## config.mk

```make
export PLATFORM = sky130hd
export DESIGN_NAME = fetch_stage
export DESIGN_NICKNAME = d
export VERILOG_FILES = /design/src/rtl/fetch_stage.sv
export SDC_FILE = /design/constraint.sdc
export NUM_CORES = 1
export LEC_CHECK = 0
export ABC_AREA = 1
export CAP_MARGIN = 20
export CORE_ASPECT_RATIO = 1.25
export CORE_MARGIN = 1
export CORE_UTILIZATION = 48
export CTS_CLUSTER_DIAMETER = 100
export DETAILED_ROUTE_END_ITERATION = 7
export GPL_TIMING_DRIVEN = 0
export PLACE_DENSITY = 0.82
export SYNTH_ARGS = -nofsm -noshare
export SYNTH_HDL_FRONTEND = slang
export SYNTH_SLANG_ARGS = --single-unit
```

## constraint.sdc

```tcl
create_clock -name clk -period 2.05 [get_ports clk]
set_input_delay 0.41 -clock clk [delete_from_list [all_inputs] [get_ports clk]]
set_output_delay 0.41 -clock clk [all_outputs]
set_load 0.005 [all_outputs]
```

## src/rtl/fetch_stage.sv

```systemverilog
// fetch_stage: single-issue fetch, one memory request in flight,
// one-entry packet register toward decode, redirect from execute.
// Ports: clk, rst_n (sync, active-low); mem_req_* / mem_rsp_*
// to instruction memory; fb_* packet to decode; redir_* from execute.
// Option: `define FETCH_HALT_STOP_EN parks fetch after a HALT packet.
module fetch_stage #(
  parameter int          CORE_ID     = 0,
  parameter logic [63:0] RESET_PC    = 64'h0,
  parameter int          MASK_W      = 32,
  parameter logic [7:0]  HALT_OPCODE = 8'hFF
) (
  input  logic              clk,
  input  logic              rst_n,
  output logic              mem_req_valid,
  output logic [63:0]       mem_req_addr,
  input  logic              mem_req_ready,
  input  logic              mem_rsp_valid,
  input  logic [31:0]       mem_rsp_data,
  output logic              fb_valid,
  output logic [63:0]       fb_pc,
  output logic [31:0]       fb_insn,
  output logic [MASK_W-1:0] fb_exec_mask,
  input  logic              fb_ready,
  input  logic              redir_valid,
  input  logic [63:0]       redir_pc,
  input  logic [MASK_W-1:0] redir_mask
);

  typedef enum logic [1:0] {
    REQ,
    WAIT_RSP,
    SEND,
    STOPPED
  } state_t;

  state_t            state, state_nx;
  logic [63:0]       pc, pc_nx;
  logic [MASK_W-1:0] mask, mask_nx;
  logic              drop, drop_nx;
  logic              cap;
  logic              acc;
  logic              hs;
  logic              is_halt;
  logic              unused_cfg;

  // CORE_ID only tags debug output; tie it off here.
  assign unused_cfg = (CORE_ID < 0) ^ (HALT_OPCODE == 8'h00);

  // While a stale response is still owed, hold off the next
  // request so only one read is ever outstanding.
  assign mem_req_valid = rst_n && (state == REQ) && !drop;
  assign mem_req_addr  = pc;
  assign fb_valid      = (state == SEND);
  assign acc           = mem_req_valid && mem_req_ready;
  assign hs            = fb_valid && fb_ready;

`ifdef FETCH_HALT_STOP_EN
  assign is_halt = (fb_insn[7:0] == HALT_OPCODE);
`else
  assign is_halt = 1'b0;
`endif

  always_comb begin
    state_nx = state;
    pc_nx    = pc;
    mask_nx  = mask;
    drop_nx  = drop;
    cap      = 1'b0;
    if (drop && mem_rsp_valid) drop_nx = 1'b0;
    unique case (state)
      REQ: begin
        if (redir_valid) begin
          pc_nx   = redir_pc;
          mask_nx = redir_mask;
          if (acc) drop_nx = 1'b1;
        end else if (acc) begin
          state_nx = WAIT_RSP;
        end
      end
      WAIT_RSP: begin
        if (redir_valid) begin
          pc_nx    = redir_pc;
          mask_nx  = redir_mask;
          drop_nx  = !mem_rsp_valid;
          state_nx = REQ;
        end else if (mem_rsp_valid) begin
          cap      = 1'b1;
          state_nx = SEND;
        end
      end
      SEND: begin
        if (redir_valid) begin
          pc_nx    = redir_pc;
          mask_nx  = redir_mask;
          state_nx = REQ;
        end else if (hs) begin
          pc_nx    = pc + 64'd4;
          state_nx = is_halt ? STOPPED : REQ;
        end
      end
      STOPPED: begin
        if (redir_valid) begin
          pc_nx    = redir_pc;
          mask_nx  = redir_mask;
          state_nx = REQ;
        end
      end
      default: state_nx = REQ;
    endcase
  end

  always_ff @(posedge clk) begin
    if (!rst_n) begin
      state        <= REQ;
      pc           <= RESET_PC;
      mask         <= '1;
      drop         <= 1'b0;
      fb_pc        <= '0;
      fb_insn      <= '0;
      fb_exec_mask <= '0;
    end else begin
      state <= state_nx;
      pc    <= pc_nx;
      mask  <= mask_nx;
      drop  <= drop_nx;
      if (cap) begin
        fb_pc        <= pc;
        fb_insn      <= mem_rsp_data;
        fb_exec_mask <= mask;
      end
    end
  end

endmodule

```

==> results.json <==
{
  "hold_ws_ns": 0.2788,
  "ioPinCount": 328,
  "synth_edf_count": 0,
  "syn_inst": 1612,
  "power_mw": 10.83,
  "p_comb_share_pct": 11.3,
  "grt_max_degree": 15,
  "p_per_area_nw_per_um2": 700.4,
  "worstSkewPairLatency_ns": 0.53,
  "hold_buffers": 0,
  "drv_cap": 0,
  "vias": 12500,
  "internal_power_mw": 8.118,
  "ant_nets": 0,
  "ys_seq_area_share_pct": 42.11,
  "slew_headroom_pct": 48.25,
  "failed_checks": "setup timing",
  "p_leak_nw": 6.475,
  "synth_nets": 1747,
  "vias_per_cell": 5.503,
  "grt_usage_pct": 40.02,
  "async_flop_share_pct": 0,
  "fin_skew_ns": 0.02251,
  "crit_chain": "clkdlybuf4s50_1 -> clkbuf_1 -> clkbuf_1 -> buf_2 -> nand3_1",
  "htreeDepth": 1,
  "finalMaxSlewViolations": 0,
  "place_congestion": 0.9819,
  "root_buffer": "clkbuf_16",
  "worst_pin_slew_ns": 0.7763,
  "crit_required_ns": 2.44,
  "portBuffers": 326,
  "firstDrtPassIters": 8,
  "setup_viol": 6,
  "pwr-share-seq_pct": 44.8,
  "areaGrowthSynthToFinish_pct": 43.21,
  "end_kind": "register",
  "critPathMaxFanout": 10,
  "status": "finished, violations left",
  "layout.cells.most_common": "nand2_1",
  "grt-ovfl-total": 0,
  "ys_types": 45,
  "slowest_delay_ns": 0.55,
  "rsz0062_at_grt": "true",
  "drcViolationCount": 0,
  "antenna_found_initial": 1,
  "wirelength_um": 46840,
  "grt_pass1_wl_um": 69400,
  "clkPwrFrac_pct": 44.0,
  "avgSynthCellArea_um2": 6.695,
  "ys_ff_latch": 227,
  "switching_share_pct": 25.00,
  "core.rowCount": 61,
  "finalCritPeriodShare_pct": 100.7,
  "synth_flop_cell": "dfxtp_1",
  "hpwl_um": 36020,
  "clockBufferDepth": 3,
  "dieArea_um2": 23090,
  "nets": 2104,
  "drt-initial-drc-count": 1022,
  "grt_pass1_vias": 12110,
  "tritoncts": "built",
  "post-route-min-period_ns": 2.065,
  "layout_common_cells": "356 x nand2_1, 324 x clkdlybuf4s50_1, 296 x nor2_1",
  "hold_viol": 0,
  "clk_pin_slew_ns": 0.06,
  "fmax_ghz": 0.4842,
  "core_area_um2": 22130,
  "slowest_stage": "clkbuf_1",
  "synth_warnings": 0,
  "final-instance-count-excl-fill": 2271,
  "netSwitchingPower_mw": 2.707,
  "cts.sinks": 227,
  "layout-drive-gt1-share_pct": 9.461,
  "path_common_cell": "clkbuf_1",
  "placed_cells": 2221,
  "wl_per_cell_um": 20.62,
  "crit_type": "input pin to register",
  "fp.dieW_um": 136.1,
  "cp-start-kind": "input pin",
  "final.setup.worst_slack_ns": -0.01527,
  "vdd_drop_max_mv": 0.6742,
  "start_util_pct": 48.76,
  "arrival_ns": 2.46,
  "syn_area_um2": 10790,
  "cts_made_buffers": 24,
  "hold_path_class": "input pin to register",
  "die_h_um": 169.6
}
through the flow:
stage | TNS, ns | area [um^2] | setup WS [ns] | utilization [%]
2_1_floorplan | 0 | 10790 | 0.3994 | -
5_1_grt | -0.1060 | 15450 | -0.04062 | 69.82
4_1_cts | 0 | 15320 | 0.003393 | 69.21
3_3_place_gp | -33.42 | 14410 | -0.3646 | 65.10
6_report | -0.05532 | 15450 | -0.01527 | 69.82
3_5_place_dp | -39.55 | 14410 | -0.4075 | 65.10
worst max-delay path: cells and delay by family:
kind | cells | cell delay (ns)
buf+inv | 4 | 1.93
simple gates | 1 | 0.11
registers in the layout (all words and copies together), names as in the netlist:
register and flops:
mask 32, mem_req_addr 64, fb_pc 64, fb_insn 32
state 2, fb_exec_mask 32, drop 1
per-layer routing:
layer  share of wire [%]  wire, um  vias to the layer above  global-route usage, %
met5                   0         0                        -                      0
met4                 6.3      2966                        0                  25.07
met3                 7.7      3625                      158                  8.035
met2                  50     23400                      634                  70.54
met1                  36     16850                     5786                  43.32
li1                    -         -                     5920                      -
final timing paths:
check | start | to | slack [ns] | cells after the start
worst max-delay path | rst_n | mask[23] | -0.02 | 5
worst min-delay path | redir_valid | mask[0] | 0.28 | 3
worst max register to register | mem_req_addr[14] | mem_req_addr[60] | 0.01 | 9
worst min register to register | mask[30] | mask[30] | 0.46 | 2
synth_stat cells (14+ instances only):
library cell | n | area share, %
nand2_1 | 360 | 13
nor2_1 | 304 | 11
dfxtp_1 | 227 | 42
o21ai_0 | 195 | 9.0
inv_1 | 109 | 3.8
nand3_1 | 95 | 4.4
a21oi_1 | 86 | 4.0
clkbuf_1 | 50 | 1.7
buf_2 | 27 | 1.3
o21ai_1 | 19 | 0.88
a31oi_1 | 17 | 0.99
nor2_2 | 14 | 0.81
power by group through the flow:
stage          Sequential, mW  Clock (mW)  Combinational [mW]
6_report                 4.84        4.76                1.22
5_1_grt                  4.86        4.97                1.32
4_1_cts                  4.83        4.80                1.20
3_5_place_dp             4.92           0                1.19
3_3_place_gp             4.91           0                1.17
2_1_floorplan            4.85           0               0.464
area by class of cell:
| class | count | area, um^2 |
|---|---|---|
| fillers | 1937 | 6679 |
| multi-input cells | 1180 | 5494 |
| flip-flops and latches | 227 | 4581 |
| repair buffers | 331 | 3311 |
| clock buffers | 33 | 725.7 |
| inverters | 120 | 456.7 |
| plain buffers | 85 | 384.1 |
| well taps | 283 | 354.1 |
| clock inverters | 11 | 146.4 |
| diodes | 1 | 2.502 |
kinds of logic after synthesis:
logic type,synth area share (%)
compound gates,15.88
xor+xnor,0.7304
fa+ha+maj,0.1159
buf+inv,7.756
flops,42.11
mux,0.09276
simple gates,33.31
timing repair:
item | in CTS | in global routing
gates resized for setup | 19 | 41
hold endpoints to repair | 0 | 0
endpoints found under the setup margin | 18 | 37
setup buffers | 0 | 5
pin swaps | 0 | 4
cloned | 0 | 0
No activity file was read; power rests on OpenSTA's default activity.
